File: src/rtl/cpu_fmt_pkg.sv
// -----------------------------------------------------------------------------
// cpu_fmt_pkg
// Shared definitions for the CPU trace-line formatter:
//   - fmt_state_e : 4-bit state encoding (IDLE plus the 14 character states)
//   - ASCII_*     : fixed punctuation characters of a trace line
//   - KIND_REG / KIND_MEM : request kind encoding
//   - hex_char()  : nibble to lowercase ASCII hex digit
// -----------------------------------------------------------------------------
package cpu_fmt_pkg;

    typedef enum logic [3:0] {
        ST_IDLE  = 4'd0,
        ST_CARET = 4'd1,
        ST_TIME  = 4'd2,
        ST_AT    = 4'd3,
        ST_PC    = 4'd4,
        ST_COLON = 4'd5,
        ST_SP1   = 4'd6,
        ST_SIGIL = 4'd7,
        ST_IDX   = 4'd8,
        ST_SP2   = 4'd9,
        ST_LT    = 4'd10,
        ST_EQ    = 4'd11,
        ST_SP3   = 4'd12,
        ST_DATA  = 4'd13,
        ST_HASH  = 4'd14
    } fmt_state_e;

    localparam logic [7:0] ASCII_CARET  = 8'h5e;  // '^'
    localparam logic [7:0] ASCII_AT     = 8'h40;  // '@'
    localparam logic [7:0] ASCII_COLON  = 8'h3a;  // ':'
    localparam logic [7:0] ASCII_SPACE  = 8'h20;  // ' '
    localparam logic [7:0] ASCII_DOLLAR = 8'h24;  // '$'
    localparam logic [7:0] ASCII_STAR   = 8'h2a;  // '*'
    localparam logic [7:0] ASCII_LT     = 8'h3c;  // '<'
    localparam logic [7:0] ASCII_EQ     = 8'h3d;  // '='
    localparam logic [7:0] ASCII_HASH   = 8'h23;  // '#'
    localparam logic [7:0] ASCII_ZERO   = 8'h30;  // '0'

    localparam logic KIND_REG = 1'b0;
    localparam logic KIND_MEM = 1'b1;

    // 0-9 -> '0'-'9', 10-15 -> 'a'-'f' ('a' - 10 = 8'h57)
    function automatic logic [7:0] hex_char(input logic [3:0] nib);
        if (nib < 4'd10) begin
            return ASCII_ZERO + {4'h0, nib};
        end
        return 8'h57 + {4'h0, nib};
    endfunction

endpackage

File: src/rtl/cpu_fmt_digit_sel.sv
// -----------------------------------------------------------------------------
// cpu_fmt_digit_sel
// Purely combinational character selector. Given a state, a digit counter and
// the latched request fields, returns the ASCII character for that position.
// Ports:
//   state_i     : formatter state whose character is wanted
//   cnt_i       : digit index within the current field (0 = least significant)
//   kind_i      : 0 register write, 1 memory write
//   time_bcd_i  : packed BCD time
//   pc_i, addr_i, data_i : 32-bit values printed as hex
//   reg_num_i   : register number printed as two decimal digits max
//   char_o      : selected ASCII character (8'h00 for IDLE)
// -----------------------------------------------------------------------------
module cpu_fmt_digit_sel
    import cpu_fmt_pkg::*;
#(
    parameter int TIME_DIGITS = 4
) (
    input  fmt_state_e                   state_i,
    input  logic [2:0]                   cnt_i,
    input  logic                         kind_i,
    input  logic [4*TIME_DIGITS-1:0]     time_bcd_i,
    input  logic [31:0]                  pc_i,
    input  logic [4:0]                   reg_num_i,
    input  logic [31:0]                  addr_i,
    input  logic [31:0]                  data_i,
    output logic [7:0]                   char_o
);

    logic [4:0] nib_shift;
    logic [3:0] time_nib;
    logic [3:0] pc_nib;
    logic [3:0] addr_nib;
    logic [3:0] data_nib;
    logic [1:0] tens;
    logic [3:0] units;

    assign nib_shift = {cnt_i, 2'b00};
    assign time_nib  = 4'(time_bcd_i >> nib_shift);
    assign pc_nib    = 4'(pc_i >> nib_shift);
    assign addr_nib  = 4'(addr_i >> nib_shift);
    assign data_nib  = 4'(data_i >> nib_shift);

    // Decimal split by range compare; reg_num never exceeds 31.
    always_comb begin
        tens  = 2'd0;
        units = reg_num_i[3:0];
        if (reg_num_i >= 5'd30) begin
            tens  = 2'd3;
            units = 4'(reg_num_i - 5'd30);
        end else if (reg_num_i >= 5'd20) begin
            tens  = 2'd2;
            units = 4'(reg_num_i - 5'd20);
        end else if (reg_num_i >= 5'd10) begin
            tens  = 2'd1;
            units = 4'(reg_num_i - 5'd10);
        end
    end

    always_comb begin
        char_o = 8'h00;
        case (state_i)
            ST_CARET: char_o = ASCII_CARET;
            ST_TIME:  char_o = hex_char(time_nib);
            ST_AT:    char_o = ASCII_AT;
            ST_PC:    char_o = hex_char(pc_nib);
            ST_COLON: char_o = ASCII_COLON;
            ST_SP1:   char_o = ASCII_SPACE;
            ST_SIGIL: char_o = (kind_i == KIND_MEM) ? ASCII_STAR : ASCII_DOLLAR;
            ST_IDX: begin
                if (kind_i == KIND_MEM) begin
                    char_o = hex_char(addr_nib);
                end else if (cnt_i[0]) begin
                    char_o = ASCII_ZERO + {6'd0, tens};
                end else begin
                    char_o = ASCII_ZERO + {4'd0, units};
                end
            end
            ST_SP2:   char_o = ASCII_SPACE;
            ST_LT:    char_o = ASCII_LT;
            ST_EQ:    char_o = ASCII_EQ;
            ST_SP3:   char_o = ASCII_SPACE;
            ST_DATA:  char_o = hex_char(data_nib);
            ST_HASH:  char_o = ASCII_HASH;
            default:  char_o = 8'h00;
        endcase
    end

endmodule

File: src/rtl/cpu_trace_formatter.sv
// -----------------------------------------------------------------------------
// cpu_trace_formatter
// Serialises one CPU write-back event into an ASCII trace line, one character
// per accepted output beat:
//   register: "^<time>@<pc>: $<reg> <= <data>#"
//   memory  : "^<time>@<pc>: *<addr> <= <data>#"
// Ports:
//   clk, reset            : clock, synchronous active-high reset
//   req_valid/req_ready   : event handshake (ready only while idle)
//   req_kind, time_bcd, pc, reg_num, addr, data : event fields, latched on accept
//   out_char/out_valid/out_ready : character stream handshake
//   err                   : one-cycle pulse when a request had a non-BCD time digit
// Build option:
//   CPU_FMT_LEAD_ZERO_TRIM_EN : when defined, leading zeros of time and reg_num
//   are suppressed (at least one digit always printed); otherwise time prints
//   TIME_DIGITS digits and reg_num prints two digits.
// TIME_DIGITS must be 1..4.
// -----------------------------------------------------------------------------
module cpu_trace_formatter
    import cpu_fmt_pkg::*;
#(
    parameter int TIME_DIGITS = 4
) (
    input  logic                     clk,
    input  logic                     reset,
    input  logic                     req_valid,
    output logic                     req_ready,
    input  logic                     req_kind,
    input  logic [4*TIME_DIGITS-1:0] time_bcd,
    input  logic [31:0]              pc,
    input  logic [4:0]               reg_num,
    input  logic [31:0]              addr,
    input  logic [31:0]              data,
    output logic [7:0]               out_char,
    output logic                     out_valid,
    input  logic                     out_ready,
    output logic                     err
);

    fmt_state_e                 state_q, state_d;
    logic [2:0]                 cnt_q, cnt_d;
    logic                       kind_q;
    logic [4*TIME_DIGITS-1:0]   time_q;
    logic [31:0]                pc_q;
    logic [4:0]                 reg_q;
    logic [31:0]                addr_q;
    logic [31:0]                data_q;
    logic                       req_ready_q, req_ready_d;
    logic                       out_valid_q, out_valid_d;
    logic [7:0]                 out_char_q, out_char_d;
    logic                       err_q, err_d;

    logic                       accept;
    logic                       advance;
    logic                       bcd_bad;
    logic [TIME_DIGITS-1:0]     digit_bad;
    logic [2:0]                 time_start;
    logic [2:0]                 idx_start;
    logic [7:0]                 sel_char;

    assign accept  = req_valid & req_ready_q;
    assign advance = out_valid_q & out_ready;

    genvar gi;
    generate
        for (gi = 0; gi < TIME_DIGITS; gi++) begin : g_bcd_chk
            assign digit_bad[gi] = (time_bcd[4*gi +: 4] > 4'd9);
        end
    endgenerate
    assign bcd_bad = |digit_bad;

    // First digit index printed for time and for the register/address field.
`ifdef CPU_FMT_LEAD_ZERO_TRIM_EN
    logic [TIME_DIGITS-1:0] digit_nz;
    generate
        for (gi = 0; gi < TIME_DIGITS; gi++) begin : g_nz
            assign digit_nz[gi] = |time_q[4*gi +: 4];
        end
    endgenerate

    always_comb begin
        time_start = 3'd0;
        for (int i = 0; i < TIME_DIGITS; i++) begin
            if (digit_nz[i]) begin
                time_start = 3'(i);
            end
        end
    end

    assign idx_start = (kind_q == KIND_MEM) ? 3'd7 :
                       (reg_q >= 5'd10)     ? 3'd1 : 3'd0;
`else
    assign time_start = 3'(TIME_DIGITS - 1);
    assign idx_start  = (kind_q == KIND_MEM) ? 3'd7 : 3'd1;
`endif

    // Next-state: one step per accepted beat; digit states count down to 0.
    always_comb begin
        state_d = state_q;
        cnt_d   = cnt_q;
        if (state_q == ST_IDLE) begin
            if (accept && !bcd_bad) begin
                state_d = ST_CARET;
                cnt_d   = 3'd0;
            end
        end else if (advance) begin
            case (state_q)
                ST_CARET: begin
                    state_d = ST_TIME;
                    cnt_d   = time_start;
                end
                ST_TIME: begin
                    if (cnt_q != 3'd0) cnt_d = cnt_q - 3'd1;
                    else               state_d = ST_AT;
                end
                ST_AT: begin
                    state_d = ST_PC;
                    cnt_d   = 3'd7;
                end
                ST_PC: begin
                    if (cnt_q != 3'd0) cnt_d = cnt_q - 3'd1;
                    else               state_d = ST_COLON;
                end
                ST_COLON: state_d = ST_SP1;
                ST_SP1:   state_d = ST_SIGIL;
                ST_SIGIL: begin
                    state_d = ST_IDX;
                    cnt_d   = idx_start;
                end
                ST_IDX: begin
                    if (cnt_q != 3'd0) cnt_d = cnt_q - 3'd1;
                    else               state_d = ST_SP2;
                end
                ST_SP2:   state_d = ST_LT;
                ST_LT:    state_d = ST_EQ;
                ST_EQ:    state_d = ST_SP3;
                ST_SP3: begin
                    state_d = ST_DATA;
                    cnt_d   = 3'd7;
                end
                ST_DATA: begin
                    if (cnt_q != 3'd0) cnt_d = cnt_q - 3'd1;
                    else               state_d = ST_HASH;
                end
                ST_HASH:  state_d = ST_IDLE;
                default:  state_d = ST_IDLE;
            endcase
        end
    end

    // The character is looked up for the *next* state so it can be registered.
    // Fields are only needed once past CARET, by which time they are latched.
    cpu_fmt_digit_sel #(
        .TIME_DIGITS (TIME_DIGITS)
    ) u_digit_sel (
        .state_i    (state_d),
        .cnt_i      (cnt_d),
        .kind_i     (kind_q),
        .time_bcd_i (time_q),
        .pc_i       (pc_q),
        .reg_num_i  (reg_q),
        .addr_i     (addr_q),
        .data_i     (data_q),
        .char_o     (sel_char)
    );

    assign req_ready_d = (state_d == ST_IDLE);
    assign out_valid_d = (state_d != ST_IDLE);
    assign out_char_d  = out_valid_d ? sel_char : 8'h00;
    assign err_d       = accept & bcd_bad;

    always_ff @(posedge clk) begin
        if (reset) begin
            state_q     <= ST_IDLE;
            cnt_q       <= 3'd0;
            kind_q      <= 1'b0;
            time_q      <= '0;
            pc_q        <= 32'd0;
            reg_q       <= 5'd0;
            addr_q      <= 32'd0;
            data_q      <= 32'd0;
            req_ready_q <= 1'b0;
            out_valid_q <= 1'b0;
            out_char_q  <= 8'h00;
            err_q       <= 1'b0;
        end else begin
            state_q     <= state_d;
            cnt_q       <= cnt_d;
            req_ready_q <= req_ready_d;
            out_valid_q <= out_valid_d;
            out_char_q  <= out_char_d;
            err_q       <= err_d;
            if (accept) begin
                kind_q <= req_kind;
                time_q <= time_bcd;
                pc_q   <= pc;
                reg_q  <= reg_num;
                addr_q <= addr;
                data_q <= data;
            end
        end
    end

    assign req_ready = req_ready_q;
    assign out_valid = out_valid_q;
    assign out_char  = out_char_q;
    assign err       = err_q;

endmodule

File: config.mk
export PLATFORM = sky130hd
export DESIGN_NAME = cpu_trace_formatter
export DESIGN_NICKNAME = d
export VERILOG_FILES = /design/src/rtl/cpu_fmt_pkg.sv /design/src/rtl/cpu_fmt_digit_sel.sv /design/src/rtl/cpu_trace_formatter.sv
export SDC_FILE = /design/constraint.sdc
export NUM_CORES = 1
export LEC_CHECK = 0
export ABC_CLOCK_PERIOD_IN_PS = 6300
export CORE_ASPECT_RATIO = 1.5
export CORE_UTILIZATION = 35
export CTS_BUF_LIST = sky130_fd_sc_hd__clkbuf_8 sky130_fd_sc_hd__clkbuf_16
export CTS_CLUSTER_DIAMETER = 60
export DETAILED_ROUTE_END_ITERATION = 8
export PLACE_DENSITY = 0.56
export SLEW_MARGIN = 20
export SYNTH_ARGS = -nofsm -noshare
export SYNTH_HDL_FRONTEND = slang
export SYNTH_SLANG_ARGS = --single-unit
File: constraint.sdc
create_clock -name clk -period 6.3 [get_ports clk]
set_clock_uncertainty 0.05 [all_clocks]
set_input_delay 1.26 -clock clk [delete_from_list [all_inputs] [get_ports clk]]
set_output_delay 1.26 -clock clk [all_outputs]
set_load 0.02 [all_outputs]
# Word-level counts from Yosys, hierarchy flattened

Index checks and enable logic that the tools add are counted.

Bitwise gates (word level): 4
Order comparisons: 11
Equality and inequality tests: 27
Muxes and demuxes: 41
Add/sub/neg operators: 14
Reduce and logical (&&, ||, !) cells: 11
Shift-type cells: 4

Operators with widths:

| cell                | count |
|---|---|
| $pmux 8 s12         | 1 |
| $shr 32x5->4        | 3 |
| $mux 8              | 10 |
| $eq 4x4->1 const B  | 13 |
| $pmux 4 s13         | 1 |
| $mux 4              | 11 |
| $add 6x4->7 const A | 5 |
| $add 7x4->8 const A | 4 |
| $eq 4x3->1 const B  | 8 |
| $eq 4x2->1 const B  | 4 |
| $gt 4x4->1 const B  | 4 |
| $lt 4x4->1 const B  | 4 |
| $shr 16x5->4        | 1 |
| $mux 3              | 5 |
| $pmux 3 s4          | 1 |
| $ge 5x5->1 const B  | 2 |
| $mux 1              | 10 |
| $eq 4x1->1 const B  | 2 |
| $logic_not 4->1     | 2 |
| $reduce_or 4->1     | 2 |
| $sub 4x4->4 const B | 2 |
| $add 6x2->7 const A | 1 |
| $ge 5x4->1 const B  | 1 |
| $mux 2              | 2 |
| 10 further kinds    | 13 |

Output and inout bits: 11
Register bits after elaboration: 136
Input bits: 122
Word-level logic and storage cells: 124

# Logic depth before layout (Yosys ltp)

Depth after elaboration: 14
Gate-level depth with buffers: 18
Depth with buffers taken out: 16

# Hierarchy

From an unflattened synthesis, not the netlist that was laid out.

Cell total of the unflattened synthesis: 833
Area, all modules: 6944.2 µm²

Modules (own cells, without submodules):

| module              | seq. area each (µm²) | area an instance (µm²) | times used | cells each |
|---|---|---|---|---|
| cpu_trace_formatter | 2722.6               | 4984.8                 | 1          | 630 |
| cpu_fmt_digit_sel   | 0.0                  | 1959.4                 | 1          | 203 |

# Worst setup path before layout

Ideal clock, no wire load.

Path type: in2reg
Start point: input port out_ready
End point: register out_char_q[2], in the netlist out_char[2]
Stages: 13
Arrival time: 3980 ps
Data required time: 6127 ps
Library setup time: 123 ps
Buffers on the path: 2
Setup slack: 2147 ps
Cells stage by stage: nand2_1 a21oi_1 and3_1 mux2i_4 buf_2 clkbuf_1 mux4_2 mux2i_2 ha_1 inv_1 o311a_1 nor3_1 a21oi_1

Word-level cells in the longest chain between the ends: 11
Elaborated cells between the ends (all ways): 59
Classes of those cells: 8 x add/sub; 4 x order compare; 14 x eq/ne; 4 x shift; 24 x mux; 2 x bitwise; 3 x reduce/logical

RTL lines:

| what                 | line                       | RTL |
|---|---|---|
| start, declared      | cpu_trace_formatter.sv:36  | `input logic out_ready,` |
| $and 1x1->1 *        | cpu_trace_formatter.sv:62  | `assign advance = out_valid_q & out_ready;` |
| $mux 3               | cpu_trace_formatter.sv:106 | `end else if (advance) begin` |
| $mux 3               | cpu_trace_formatter.sv:101 | `if (state_q == ST_IDLE) begin` |
| $shr 32x5->4         | cpu_fmt_digit_sel.sv:41    | `assign addr_nib = 4'(addr_i >> nib_shift);` |
| $lt 4x4->1           | cpu_fmt_pkg.sv:45          | `if (nib < 4'd10) begin` |
| $mux 1               | cpu_fmt_pkg.sv:45          |  |
| $mux 1               | cpu_fmt_digit_sel.sv:71    | `if (kind_i == KIND_MEM) begin` |
| $mux 1               | cpu_fmt_digit_sel.sv:62    | `case (state_i)` |
| $mux 8               | cpu_fmt_pkg.sv:48          | `return 8'h57 + {4'h0, nib};` |
| $mux 8               | cpu_fmt_digit_sel.sv:71    |  |
| $pmux 8 s12          | cpu_fmt_digit_sel.sv:62    |  |
| end signal, assigned | cpu_trace_formatter.sv:191 | `out_char_q <= out_char_d;` |
| end, declared        | cpu_trace_formatter.sv:50  | `logic [7:0] out_char_q, out_char_d;` |

Mark *: on every way between the ends. The rest lies on a longest branch, timed or not. The select of a mux whose other input is x is not followed.
A chain may end at the register's enable or synchronous reset.

# Worst setup path in the final report

Start point: input port out_ready
End point: register out_char_q[0], in the netlist out_char[0]

The elaborated chain is that of the path after synthesis.

==> results.cfg <==
[worst_setup_path]
r2r-end = out_char[0]
cp_slowest_stage_delay_ns = 0.56
r2r-start = cnt_q[0]
worstPathMaxFanout = 20
critPathArrivalTime_ns = 4.84
slowest_stage = clkdlybuf4s50_1
path_cells = clkdlybuf4s50_1 -> nand2_1 -> a21oi_1 -> and3_1 -> mux2i_4 -> buf_16 -> mux4_2 -> mux2i_1 -> a21oi_1 -> xnor2_1 -> a221oi_2 -> o22ai_1
setup.worst_path.class = in -> reg
crit_required_ns = 6.55
cpMostUsedCell = a21oi_1
start_kind = input port
reg2reg_slack_ns = 2.12
worst-r2r-cell-count = 13
cp-end-kind = register

[synth]
synth_edf_count = 0
syn-cell-area_mm2 = 0.00674
syn_nets = 990
ys.flop_type = dfxtp_1
synth.distinct_cells = 61
synth.avg_cell_area_um2 = 7.85
synth_seq_area_share_pct = 40.1
synth-async-reset-ratio_pct = 0
ys_warn_count = 0
synth_seq_cells = 135
synth_cells = 858

[detailed_routing]
viasPerCell = 5.08
wire_per_inst_um = 15.4
drc = 0
dr.first_iter.drc_count = 302
postRouteAntennaNets = 0
drtPass1Iterations = 5
wirelength_mm = 18.8
vias = 6185

[clocking]
ctsHoldBuffers = 0
cts_tree = built
cts-htree-levels = 4
cts_buffer_depth = 2
cts.sinks = 135
insertion_delay_ns = 0.42
root_buffer = clkbuf_16
cts.repair.resized = 0
clk_pin_slew_worst_paths_ns = 0.06
post_cts_buffers = 0
cts_buffers = 17

[placement]
dp_hpwl_mm = 13.5
io_buffer_count = 131
place.gp.congestion = 0.852
dp_slack_ns = 0.984

[sta]
fin_tns_setup_ns = 0
max_freq_mhz = 218
setup-violations-final = 0
maxSlewViolCount = 0
worst_slack_ns = 1.71
post-route-min-period_ns = 4.59
tightest_slew_ns = 0.926
final_hold_viol_count = 0
rsz0062_at_grt = false
max_slew_margin_pct = 37.7
finalCritPeriodShare_pct = 72.9

[power_and_ir_drop]
cellPowerDensity_mw_per_mm2 = 249
irDropWorstVdd_mv = 0.129
fin_total_pwr_mw = 2.19
p_leak_nw = 3.02

[die]
dieArea_mm2 = 0.0198
start_util_pct = 36.0
num_rows = 61
dieHeight_um = 172
core-area_mm2 = 0.0187
num_io_pins = 133
die_w_um = 115

[min_path]
worst_hold_path_type = reg -> reg
whs_path_depth = 2
hold_start = addr_q[30]
hold_end = addr_q[30]

[global_route]
first_global_vias = 6010
grt_pass1_wl_mm = 30.0
grt_max_degree = 119
grtUsageTotal_pct = 19.8
antenna_found_initial = 0
overflow = 0

[run_status]
status = finished, final reports clean

[cells_and_area]
area_delta_synth_final_pct = 30.2
drive_above_1_share_pct = 7.14
fin_nets = 1085
insertedDiodeCount = 0

[job]
drv_cap = 0
## placed cells by master, fill, tap and decap left out, types with 7 or more instances in the layout
master           count
nand2b_1             9
a22oi_1             11
nor2b_1             11
ha_1                10
nor2_1              24
mux2i_1             30
dfxtp_1            135
inv_1                9
o21ai_0             20
clkbuf_16           17
mux4_2              14
nand2_1            269
a211oi_1             7
a21oi_1            150
clkdlybuf4s50_1    130
## area by class of cell
type,count,area [um^2]
Clock buffer,19,453
Fill cell,1910,9920
Tap cell,252,315
Sequential cell,135,2700
Inverter,7,26.3
Clock inverter,13,130
Multi-Input combinational cell,654,3750
Timing Repair Buffer,138,1400
## registers in the layout, summed over array words and instances, names as in the netlist
register / cells
kind_q: 1
time_q: 16
data_q: 32
out_valid: 1
pc_q: 32
reg_q: 5
cnt_q: 3
err: 1
req_ready: 1
out_char: 7
state_q: 4
addr_q: 32
## synth_stat cells, drive strengths merged (3+ instances only)
library cell  instances  area (um^2)
a21o                  6         45.0
o31ai                 4         30.0
xnor2                 3         26.3
o2111ai               3         26.3
or3                   3         23.8
a22oi                11         82.6
nand3                 6         30.0
mux2i                33          350
o21a                  3         22.5
clkbuf               47          176
nand2               270         1010
a211oi                8         65.1
o22ai                 4         25.0
nand2b                9         56.3
a31oi                 4         25.0
inv                   7         26.3
mux4                 14          315
nand4                 3         18.8
dfxtp               135         2700
a21oi               151          759
nor3b                 4         41.3
and2                  7         43.8
nor2b                11         68.8
ha                   10          125
nor3                  6         30.0
o21ai                20          100
o211ai                5         37.5
buf                  15         96.3
nor2                 24         90.1
## worst max-delay path, delay by kind of cell
| kind | cells | cell delay (ns) |
|---|---|---|
| buffers and inverters | 2 | 0.79 |
| xor gates and xnor gates | 1 | 0.17 |
| and+or+nand+nor | 2 | 0.41 |
| muxes | 3 | 1.42 |
| AOI/OAI and AO/OA | 4 | 0.76 |
## how the worst max path moves through the flow
| stage | from | end |
|---|---|---|
| after global routing | out_ready | out_char[2] |
| final | out_ready | out_char[0] |
| after global placement | out_ready | out_char[4] |
| after CTS | out_ready | out_char[4] |
| after detailed placement | out_ready | out_char[4] |
| after floorplan | out_ready | out_char[2] |
## per-stage QoR
stage | cell area, um^2 | hold WS, ns | cells | util [%]
global placement | 8140 | 0.389 | 1184 | 43.5
floorplan | 6740 | 0.382 | 858 | -
finish | 8780 | 0.400 | 1218 | 46.9
CTS | 8720 | 0.404 | 1216 | 46.6
global route | 8780 | 0.418 | 1218 | 46.9
detailed placement | 8140 | 0.396 | 1184 | 43.5
## routing by layer
layer  track usage (%)  wire, um  vias to the layer above
met2              35.5      9920                      116
met5                 0         0                        -
li1                  -         -                     3149
met4              9.03       470                        0
met3              2.42       583                       35
met1              23.4      7790                     2885
## kinds of logic after synthesis
family,count (synthesis),share of synthesized area [%]
compound gates,233,20.1
xor+xnor,5,0.650
fa+ha+maj,10,1.86
buf+inv,69,4.44
flops,135,40.1
mux,49,10.2
other cells,1,0.0556
simple gates,356,22.6
## report_power, final
group	internal, mW	leakage (nW)	switching [mW]
Sequential	0.897	1.10	0.0291
Combinational	0.136	1.64	0.145
Clock	0.600	0.284	0.381
Total	1.63	3.02	0.555
Note: power is estimated with default switching activity, not from simulation.
